### src/rtl/input_buffer_pkg.sv
// Shared router package: buffer geometry defaults and the direction encoding
// used by routing computation.
package input_buffer_pkg;

  localparam int IB_DATASIZE = 40;
  localparam int IB_WIDTH    = 3;
  localparam int IB_DEPTH    = 2 ** IB_WIDTH;

  typedef enum logic [2:0] {
    DIR_N = 3'd0,
    DIR_E = 3'd1,
    DIR_S = 3'd2,
    DIR_W = 3'd3,
    DIR_L = 3'd4
  } dir_t;

endpackage

### src/rtl/input_buffer_if.sv
// Link-side and routing-computation-side signals of one router input port.
interface input_buffer_if
  import input_buffer_pkg::*;
#(
  parameter int DATASIZE = IB_DATASIZE,
  parameter int WIDTH    = IB_WIDTH
);

  logic [DATASIZE-1:0] data_in;
  logic                valid_in;
  logic                ready_out;
  logic [DATASIZE-1:0] data_out;
  logic                valid_out;
  logic                rc_ready;
  logic [WIDTH:0]      pressure_out;
  logic                overflow_err;

  modport master (
    output data_in, valid_in, rc_ready,
    input  ready_out, data_out, valid_out, pressure_out, overflow_err
  );

  modport slave (
    input  data_in, valid_in, rc_ready,
    output ready_out, data_out, valid_out, pressure_out, overflow_err
  );

endinterface

### src/rtl/input_buffer_mem.sv
// Flit storage: synchronous write, asynchronous read. Contents are not reset.
module input_buffer_mem #(
  parameter int DEPTH    = 8,
  parameter int WIDTH    = 3,
  parameter int DATASIZE = 40
) (
  input  logic                rc_clk,
  input  logic                wr_en,
  input  logic [WIDTH-1:0]    wr_addr,
  input  logic [DATASIZE-1:0] wr_data,
  input  logic [WIDTH-1:0]    rd_addr,
  output logic [DATASIZE-1:0] rd_data
);

  logic [DATASIZE-1:0] mem [DEPTH];

  always_ff @(posedge rc_clk) begin
    if (wr_en) mem[wr_addr] <= wr_data;
  end

  assign rd_data = mem[rd_addr];

endmodule

### src/rtl/input_buffer.sv
// Per-port input FIFO: pointers, occupancy count, handshake and stall watchdog.
module input_buffer
  import input_buffer_pkg::*;
#(
  parameter int DEPTH    = IB_DEPTH,
  parameter int WIDTH    = IB_WIDTH,
  parameter int DATASIZE = IB_DATASIZE
) (
  input  logic          rc_clk,
  input  logic          rst_n,
  input_buffer_if.slave bus
);

  localparam logic [WIDTH:0] FULL_CNT = (WIDTH+1)'(DEPTH);

  logic [WIDTH-1:0] wr_ptr;
  logic [WIDTH-1:0] rd_ptr;
  logic [WIDTH:0]   count;
  logic [WIDTH:0]   stall_cnt;
  logic             overflow_q;
  logic             wr_en;
  logic             rd_en;
  logic             stalled;

  // ready_out depends on the registered count only: a pop never frees a slot
  // for a write in the same cycle.
  assign bus.ready_out    = (count != FULL_CNT) && rst_n;
  assign bus.valid_out    = (count != '0);
  assign bus.pressure_out = count;
  assign bus.overflow_err = overflow_q;

  assign wr_en   = bus.valid_in && bus.ready_out;
  assign rd_en   = bus.valid_out && bus.rc_ready;
  assign stalled = bus.valid_in && !bus.ready_out;

  input_buffer_mem #(
    .DEPTH    (DEPTH),
    .WIDTH    (WIDTH),
    .DATASIZE (DATASIZE)
  ) u_mem (
    .rc_clk  (rc_clk),
    .wr_en   (wr_en),
    .wr_addr (wr_ptr),
    .wr_data (bus.data_in),
    .rd_addr (rd_ptr),
    .rd_data (bus.data_out)
  );

  always_ff @(posedge rc_clk or negedge rst_n) begin
    if (!rst_n) begin
      wr_ptr <= '0;
      rd_ptr <= '0;
      count  <= '0;
    end else begin
      if (wr_en) wr_ptr <= wr_ptr + 1'b1;
      if (rd_en) rd_ptr <= rd_ptr + 1'b1;
      case ({wr_en, rd_en})
        2'b10:   count <= count + 1'b1;
        2'b01:   count <= count - 1'b1;
        default: count <= count;
      endcase
    end
  end

  // Watchdog is a down-counter reloaded whenever the port is not stalled;
  // reaching terminal count latches overflow_err until reset.
  always_ff @(posedge rc_clk or negedge rst_n) begin
    if (!rst_n) begin
      stall_cnt  <= FULL_CNT;
      overflow_q <= 1'b0;
    end else if (stalled) begin
      if (stall_cnt != '0) stall_cnt <= stall_cnt - 1'b1;
      if (stall_cnt == (WIDTH+1)'(1)) overflow_q <= 1'b1;
    end else begin
      stall_cnt <= FULL_CNT;
    end
  end

endmodule

### src/flat_wrapper.sv
// flat-port wrapper written by rule: the top's interface ports become plain ports
module input_buffer_flat import input_buffer_pkg::*;
#(
  parameter int DEPTH    = IB_DEPTH,
  parameter int WIDTH    = IB_WIDTH,
  parameter int DATASIZE = IB_DATASIZE
)
  (rc_clk, rst_n, bus_data_in, bus_valid_in, bus_rc_ready, bus_ready_out, bus_data_out, bus_valid_out, bus_pressure_out, bus_overflow_err);
  input_buffer_if #(.DATASIZE(DATASIZE), .WIDTH(WIDTH)) bus_i ();
  input  logic rc_clk;
  input  logic rst_n;
  input wire logic [$bits(bus_i.data_in)-1:0] bus_data_in;
  input wire logic [$bits(bus_i.valid_in)-1:0] bus_valid_in;
  input wire logic [$bits(bus_i.rc_ready)-1:0] bus_rc_ready;
  output wire logic [$bits(bus_i.ready_out)-1:0] bus_ready_out;
  output wire logic [$bits(bus_i.data_out)-1:0] bus_data_out;
  output wire logic [$bits(bus_i.valid_out)-1:0] bus_valid_out;
  output wire logic [$bits(bus_i.pressure_out)-1:0] bus_pressure_out;
  output wire logic [$bits(bus_i.overflow_err)-1:0] bus_overflow_err;
  assign bus_i.data_in = bus_data_in;
  assign bus_i.valid_in = bus_valid_in;
  assign bus_i.rc_ready = bus_rc_ready;
  assign bus_ready_out = bus_i.ready_out;
  assign bus_data_out = bus_i.data_out;
  assign bus_valid_out = bus_i.valid_out;
  assign bus_pressure_out = bus_i.pressure_out;
  assign bus_overflow_err = bus_i.overflow_err;
  input_buffer #(.DEPTH(DEPTH), .WIDTH(WIDTH), .DATASIZE(DATASIZE)) u_core (.rc_clk(rc_clk), .rst_n(rst_n), .bus(bus_i));
endmodule
### config.mk
export PLATFORM = sky130hd
export DESIGN_NAME = input_buffer_flat
export DESIGN_NICKNAME = d
export VERILOG_FILES = /design/src/rtl/input_buffer_pkg.sv /design/src/rtl/input_buffer_if.sv /design/src/rtl/input_buffer_mem.sv /design/src/rtl/input_buffer.sv /design/src/flat_wrapper.sv
export SDC_FILE = /design/constraint.sdc
export NUM_CORES = 1
export LEC_CHECK = 0
export ABC_AREA = 1
export CORE_UTILIZATION = 40
export CTS_CLUSTER_SIZE = 40
export DETAILED_ROUTE_END_ITERATION = 6
export PLACE_DENSITY_LB_ADDON = 0.25
export SYNTH_ARGS = -nofsm -noshare
export SYNTH_HDL_FRONTEND = slang
export SYNTH_SLANG_ARGS = --single-unit
### constraint.sdc
create_clock -name rc_clk -period 7.4 [get_ports rc_clk]
set_input_delay 1.11 -clock rc_clk [delete_from_list [all_inputs] [get_ports rc_clk]]
set_output_delay 1.11 -clock rc_clk [all_outputs]
set_load 0.05 [all_outputs]
Word level (Yosys, flattened, before mapping). Memories as Yosys holds them, arrays and structs flattened. Index checks and enable logic that the tools add are counted.

Bits in registers: 15. Bits in writable memories: 320. Input port bits: 44. Word-level logic and storage cells: 30. Memories: 1.

$add $sub $neg: 5. Equality and inequality tests: 5. Multiplexer cells: 5. Reduce and logical (&&, ||, !) cells: 9.

Memory list: u_core.u_mem.mem (depth 8, bits a word 40, rd ports 1, clocked after memory_dff 0, wr ports 1, RTL line input_buffer_mem.sv:15) `logic [DATASIZE-1:0] mem [DEPTH];`.

Operators with widths (number): 4-bit 2-to-1 mux (2); 4-bit case mux with 2 select lines (1); 4-bit nonzero test (2); 4-bit by 1-bit subtractor with 4-bit output, second input constant (2); 3-bit by 1-bit adder with 3-bit output, second input constant (2); 4-bit by 1-bit adder with 4-bit output, second input constant (1); 4-bit by 1-bit == test with 1-bit output, second input constant (1); 1-bit logical AND (4); 4-bit != test, second input constant (1); 2-bit by 1-bit == test with 1-bit output, second input constant (1); 2-bit == test, second input constant (1); 1-bit 2-to-1 mux (2); 2-bit != test, second input constant (1); 2-bit AND reduction (1); 2-bit nonzero test (1); 1-bit zero test (1).

Longest topological paths before layout. Gate-level depths: netlist of the first run.

Depth after elaboration: 5. Gate-level depth with buffers: 13. Depth with buffers taken out: 13.

By module. From an unflattened synthesis of the first run, not the netlist that was laid out.

Cells, all modules: 1502. Area total of the unflattened synthesis: 14870.5 um^2.

By module, submodules not included: input_buffer_mem (times used 1, cells an instance 1401, area an instance 13998.4 um^2, seq. area each 9609.2 um^2); input_buffer (times used 1, cells an instance 101, area an instance 872.1 um^2, seq. area each 376.6 um^2).

Worst setup path after synthesis of the first run. Ideal clock, no wire load.

Path kind: input port to flip-flop. From: input rst_n. To: memory u_core.u_mem.mem[5][0] (enable). Setup time: 487 ps. Arrival: 4028 ps. Data required time: 6913 ps. Slack: 2885 ps. Stages on the path: 2. Path buffers: 0. Cells stage by stage: nand3_2 nor3_1.

Longest elaborated chain between the ends: 4.

RTL lines: start: declaration (RTL line flat_wrapper.sv:11) `input logic rst_n;`; 1-bit logical AND (RTL line input_buffer.sv:27) `assign bus.ready_out = (count != FULL_CNT) && rst_n;`; 1-bit logical AND (RTL line input_buffer.sv:32) `assign wr_en = bus.valid_in && bus.ready_out;`; 1-bit 2-to-1 mux (RTL line input_buffer_mem.sv:18) `if (wr_en) mem[wr_addr] <= wr_data;`; 1-bit 2-to-1 mux (implied by the code) (RTL line input_buffer_mem.sv:18); end: declaration (RTL line input_buffer_mem.sv:15).

Every way passes these cells.

Final worst setup path of the first run.
From: register u_core.rd_ptr[0]. To: output bus_data_out[27].

Longest elaborated chain between the ends: 1.

RTL lines: start: declaration (RTL line input_buffer.sv:17) `logic [WIDTH-1:0] rd_ptr;`; start signal: assignment (RTL line input_buffer.sv:56) `if (rd_en) rd_ptr <= rd_ptr + 1'b1;`; memory read 8 x 40 bit; end: declaration (RTL line flat_wrapper.sv:16) `output wire logic [$bits(bus_i.data_out)-1:0] bus_data_out;`.

Every way passes these cells.

==> flow_metrics.env, run 1 <==
export IMPL_outcome="complete, no violations"
export IMPL_drc=0
export IMPL_wire_per_inst_um=17.0
export IMPL_synth_area_leaders="edfxtp_1 70%, nand2_1 9.6%, nor2_1 5.7%"
export IMPL_fin_area_um2=16000
export IMPL_maxSlewViolCount=0
export IMPL_p_int_uw=4060
export IMPL_switching_share=0.406
export IMPL_rr_worst_depth=5
export IMPL_setup_viol=0
export IMPL_synthAdderAreaFrac=0.00879
export IMPL_synth_compound_area_frac=0.0612
export IMPL_nets=1312
export IMPL_drv_cap=0
export IMPL_rsz0062_at_grt="no"
export IMPL_worst_r2r_endpoint="u_core.u_mem.mem[5][13]"
export IMPL_synth_top_area_share=0.703
export IMPL_cts_buffer_depth=3
export IMPL_worstSetupEndpointType="output pin"
export IMPL_grt_pass1_wl_mm=46.5
export IMPL_vias=8374
export IMPL_drive_above_1_share=0.0599
export IMPL_finalWirelength_mm=29.6
export IMPL_firstDrtPassIters=5
export IMPL_synth_cells=1177
export IMPL_leakage_uw=0.00584
export IMPL_synth_top_area_cell="edfxtp_1"
export IMPL_dpl_cell_area_um2=14900
export IMPL_grt_pass1_vias=8252
export IMPL_synth_top_family_by_area="simple AND/OR/NAND/NOR gates"
export IMPL_whs_path_depth=2
export IMPL_power_frac_seq=0.346
export IMPL_tritoncts="yes"
export IMPL_comb_power_share=0.408
export IMPL_ioPinCount=91
export IMPL_hold_path_class="reg2reg"
export IMPL_hold_buffers=0
export IMPL_crit_path_start_kind="flop"
export IMPL_ff2ff_setup_slack_ns=4.57
export IMPL_drt_iter0_markers=497
export IMPL_final_common_cell="nand2_1"
export IMPL_synth_distinct_cells=26
export IMPL_syn_to_final_growth_pct=17.3
export IMPL_antenna_left=0
export IMPL_synth_nets=1230
export IMPL_grt_use_total=0.172
export IMPL_clk_pin_slew_ns=0.06
export IMPL_final_cells=1734
export IMPL_reg2reg_from="u_core.bus.pressure_out[1]"
export IMPL_finClkSkew_ns=0.0145
export IMPL_cts_setup_buffers=0
export IMPL_finalCritPeriodShare=0.702
export IMPL_syn_area_per_cell_um2=11.6
export IMPL_dp_cells=1668
export IMPL_num_rows=67
export IMPL_grt_max_degree=119
export IMPL_worst_pin_slew_ns=1.25
export IMPL_switchingPower_uw=2770
export IMPL_max_freq_mhz=193
export IMPL_cts_resized=0
export IMPL_synth_simple_area_share=0.161
export IMPL_drt_vias_per_instance=4.83
export IMPL_synth_mux_area_frac=0
export IMPL_htreeDepth=2
export IMPL_clock_root_buffer="clkbuf_16"
export IMPL_numCtsBuffers=37
export IMPL_yosys_warnings=0
export IMPL_grt_antenna_before_repair=2
export IMPL_die_x_um=187
export IMPL_final_hold_viol_count=0
export IMPL_vdd_ir_drop_max_uv=319
export IMPL_clock_latency_ns=0.50
export IMPL_core_area_um2=33500
export IMPL_whs_endpoint="u_core.bus.overflow_err"
export IMPL_clock_power_share=0.245
export IMPL_initial_core_util=0.407
export IMPL_syn_area_um2=13700
export IMPL_die_area_um2=34900
export IMPL_port_buffers=90
export IMPL_routabilityCongestion=0.744
export IMPL_synth_xor_area_frac=0.00449
export IMPL_cts_sinks=335
export IMPL_synth_seq_cells=335
export IMPL_final_core_util=0.478
export IMPL_tns_ns=0
export IMPL_layout_common_cells="350 x nand2_1, 320 x edfxtp_1, 204 x nor2_1"
export IMPL_critPathRequiredTime_ns=6.29
export IMPL_grt_ovfl_total=0
export IMPL_die_height_um=187
export IMPL_cp_max_fo=118
export IMPL_synth_seq_area_share=0.731
export IMPL_critPathKind="reg2out"
export IMPL_whs_ns=0.461
export IMPL_worstPathArrival_ns=4.08
export IMPL_period_minus_slack_ns=5.19
export IMPL_p_per_area_nw_per_um2=426
export IMPL_slew_headroom=0.168
export IMPL_holdCritStartpoint="u_core.bus.overflow_err"
export IMPL_hpwl_mm=15.3
==> per-layer routing <==
| metal | vias up | global-route usage | routed length (um) |
|---|---|---|---|
| met4 | 2 | 0.0388 | 374 |
| met1 | 4010 | 0.227 | 13200 |
| li1 | 4174 | - | - |
| met2 | 153 | 0.297 | 14700 |
| met3 | 35 | 0.0306 | 1280 |
| met5 | - | 0 | 12 |
==> power by group through the flow <==
stage / Clock (uW) / Combinational [uW] / Sequential, uW
finish: 1680 / 2790 / 2370
global route: 1790 / 3070 / 2390
CTS: 1720 / 2830 / 2370
detailed placement: 0 / 2820 / 2410
global placement: 0 / 2790 / 2400
floorplan: 0 / 2050 / 2360
==> through the flow <==
stage / total power, uW / worst slack (ns)
4_1_cts: 6920 / 2.07
6_report: 6830 / 2.21
3_3_place_gp: 5190 / 2.64
3_5_place_dp: 5220 / 2.61
2_1_floorplan: 4410 / 2.88
5_1_grt: 7250 / 1.76
==> final cells by class <==
class,instances,area (um2)
multi-input cells,759,3260
clock buffers,49,1010
repair buffers,104,1010
diodes,1,2.50
fillers,3001,17500
inverters,22,85.1
flip-flops and latches,335,9990
clock inverters,16,101
well taps,448,561
==> cells in the mapped netlist <==
library cell  instances
nand4_1               3
dfrtp_1              14
o21ai_0              96
buf_1                 7
a21oi_1               1
ha_1                  8
buf_6                13
xnor2_1               3
nor3b_1               1
or2_2                 1
inv_1                20
inv_4                 1
buf_2                16
clkbuf_1             17
dfstp_2               1
nor3_1                4
inv_2                 1
nand3_2               1
o21ai_1              70
nand3_1               8
nand2_1             350
fa_1                  1
edfxtp_1            320
nor2_1              208
xor2_1                4
buf_4                 8
==> sequential cells by signal, indices dropped and copies added (netlist names) <==
register and cells:
u_core.bus.pressure_out 4, u_core.wr_ptr 3, u_core.stall_cnt 4, u_core.u_mem.mem 320, u_core.bus.overflow_err 1, u_core.rd_ptr 3
==> cells by family (layout without fill, tap and decap cells) <==
| logic type | count (synthesis) | after routing |
|---|---|---|
| DFF | 335 | 335 |
| and+or+nand+nor | 576 | 576 |
| other | 0 | 1 |
| xor gates and xnor gates | 7 | 7 |
| buffers and inverters | 83 | 191 |
| AOI/OAI and AO/OA | 167 | 167 |
| adders and majority gates | 9 | 9 |
==> critical path, cell delays in order (launching register included) <==
cell             delay [ns]
dfrtp_4                0.79
inv_4                  0.94
buf_4                  0.54
nand2_1                0.10
nand2_1                0.08
nand2_1                0.05
o21ai_1                0.11
nand2_1                0.06
nand2_1                0.09
clkdlybuf4s50_1        0.79
==> worst max-delay path by stage <==
stage	from	end	slack (ns)
2_1_floorplan	rst_n	u_core.u_mem.mem[5][0]	2.88
3_3_place_gp	u_core.rd_ptr[0]	bus_data_out[21]	2.64
3_5_place_dp	u_core.rd_ptr[0]	bus_data_out[27]	2.61
4_1_cts	u_core.rd_ptr[0]	bus_data_out[27]	2.07
5_1_grt	u_core.rd_ptr[0]	bus_data_out[21]	1.76
6_report	u_core.rd_ptr[0]	bus_data_out[27]	2.21
(Power assumes the default switching activity.)
==> run 2: changes to the inputs <==
clock period = 4.6 ns   (was 7.4 ns; I/O delays follow)
==> run 2 against run 1 <==
  * Cell area is 0.55% higher
  * Cell count rose by 0.17%
  * Setup slack got worse by 1.5 ns
  * Critical path type unchanged
  * Clock power increased by 63%
  * Sequential share of layout area down 0.34 points
  * Global-route usage is 0.20 points lower
  * Clock skew increased by 0.0014 ns
  * Sequential cell count did not move
  * Highest routed layer is now met4
  * Sequential power grew 58%
  * Via count up 0.97%
==> flow_metrics.env, run 2 (synthesis results as in run 1) <==
export IMPL_grt_max_degree=162
export IMPL_leakage_uw=0.00590
export IMPL_num_rows=67
export IMPL_cts_setup_buffers=0
export IMPL_die_x_um=187
export IMPL_vdd_ir_drop_max_uv=497
export IMPL_worst_pin_slew_ns=1.09
export IMPL_routabilityCongestion=0.727
export IMPL_critPathKind="reg2out"
export IMPL_grt_pass1_vias=8339
export IMPL_maxSlewViolCount=0
export IMPL_whs_path_depth=2
export IMPL_rr_worst_depth=5
export IMPL_final_common_cell="nand2_1"
export IMPL_port_buffers=90
export IMPL_hold_path_class="reg2reg"
export IMPL_worstSetupEndpointType="output pin"
export IMPL_p_per_area_nw_per_um2=688
export IMPL_drt_vias_per_instance=4.87
export IMPL_final_core_util=0.481
export IMPL_finalPower_uw=11100
export IMPL_htreeDepth=2
export IMPL_slew_headroom=0.272
export IMPL_hpwl_mm=15.5
export IMPL_period_minus_slack_ns=3.86
export IMPL_drive_above_1_share=0.0675
export IMPL_layout_common_cells="350 x nand2_1, 320 x edfxtp_1, 204 x nor2_1"
export IMPL_fill_cells=2997
export IMPL_grt_pass1_wl_mm=46.6
export IMPL_grt_use_total=0.170
export IMPL_cts_sinks=335
export IMPL_finalWirelength_mm=29.5
export IMPL_regArea_um2=9990
export IMPL_final_hold_viol_count=0
export IMPL_setup_viol=0
export IMPL_clock_root_buffer="clkbuf_16"
export IMPL_grt_ovfl_total=0
export IMPL_hold_buffers=0
export IMPL_syn_to_final_growth_pct=17.9
export IMPL_tritoncts="yes"
export IMPL_finalCritPeriodShare=0.840
export IMPL_antenna_left=0
export IMPL_outcome="complete, no violations"
export IMPL_rsz0062_at_grt="no"
export IMPL_num_antenna_cells=0
export IMPL_vias=8455
export IMPL_tns_ns=0
export IMPL_drt_iter0_markers=579
export IMPL_cp_max_fo=50
export IMPL_numCtsBuffers=37
export IMPL_clk_pin_slew_ns=0.06
export IMPL_die_height_um=187
export IMPL_top_register="u_core.u_mem.mem"
export IMPL_nets=1320
export IMPL_largest_reg_flops=320
export IMPL_grt_antenna_before_repair=0
export IMPL_crit_path_start_kind="flop"
export IMPL_max_freq_mhz=259
export IMPL_finClkSkew_ns=0.0159
export IMPL_critPathRequiredTime_ns=3.91
export IMPL_cts_buffer_depth=3
export IMPL_die_area_um2=34900
export IMPL_wire_per_inst_um=17.0
export IMPL_core_area_um2=33500
export IMPL_ioPinCount=91
export IMPL_worstPathArrival_ns=3.17
export IMPL_cts_resized=0
export IMPL_firstDrtPassIters=5
export IMPL_clock_latency_ns=0.51
export IMPL_initial_core_util=0.407
export IMPL_drv_cap=0
export IMPL_drc=0
export IMPL_multi_input_area_um2=3260
[run 2: final timing paths]
check / from / end / slack [ns]
max in group asynchronous: rst_n / u_core.rd_ptr[2] / 3.47
setup reg to reg: u_core.bus.pressure_out[0] / u_core.u_mem.mem[6][38] / 2.37
hold / removal: u_core.bus.overflow_err / u_core.bus.overflow_err / 0.49
hold reg to reg: u_core.bus.overflow_err / u_core.bus.overflow_err / 0.49
min in group asynchronous: rst_n / u_core.rd_ptr[0] / 0.58
setup / recovery: u_core.rd_ptr[0] / bus_data_out[21] / 0.74
[run 2: area by class of cell]
| type | instances | share of cell area |
|---|---|---|
| flip-flops and latches | 335 | 0.620 |
| multi-input cells | 759 | 0.203 |
| repair buffers | 112 | 0.0685 |
| clock buffers | 43 | 0.0589 |
| well taps | 448 | 0.0348 |
| clock inverters | 18 | 0.00978 |
| inverters | 22 | 0.00536 |
[run 2: metrics by stage]
step / hold WS [ns] / cells / setup slack [ns] / cell area [um2]
2_1_floorplan: 0.394 / 1177 / 0.268 / 13700
3_3_place_gp: 0.458 / 1676 / 1.22 / 15000
3_5_place_dp: 0.485 / 1676 / 1.20 / 15000
4_1_cts: 0.497 / 1737 / 0.702 / 16100
5_1_grt: 0.548 / 1737 / 0.533 / 16100
6_report: 0.493 / 1737 / 0.737 / 16100
[run 2: where the power goes]
part	internal (uW)	switching [uW]	leakage, uW	total [uW]
logic	1380	3220	0.00228	4600
clock network	1630	1110	0.000550	2740
registers	3600	142	0.00307	3750
total	6610	4470	0.00590	11100
[run 2: worst max-delay path, cell delays in order (launching register included)]
cell and delay (ns):
dfrtp_4 0.50, inv_4 0.42, buf_4 0.41, nand2_1 0.10, nand2_1 0.07, nand2_1 0.05
o21ai_1 0.11, nand2_1 0.06, nand2_1 0.13, clkdlybuf4s50_1 0.81
[run 2: layer usage]
metal  GRT usage  share of wire
met2       0.302           0.51
met5           0              0
met3      0.0261          0.036
met4      0.0445          0.017
met1       0.217           0.44
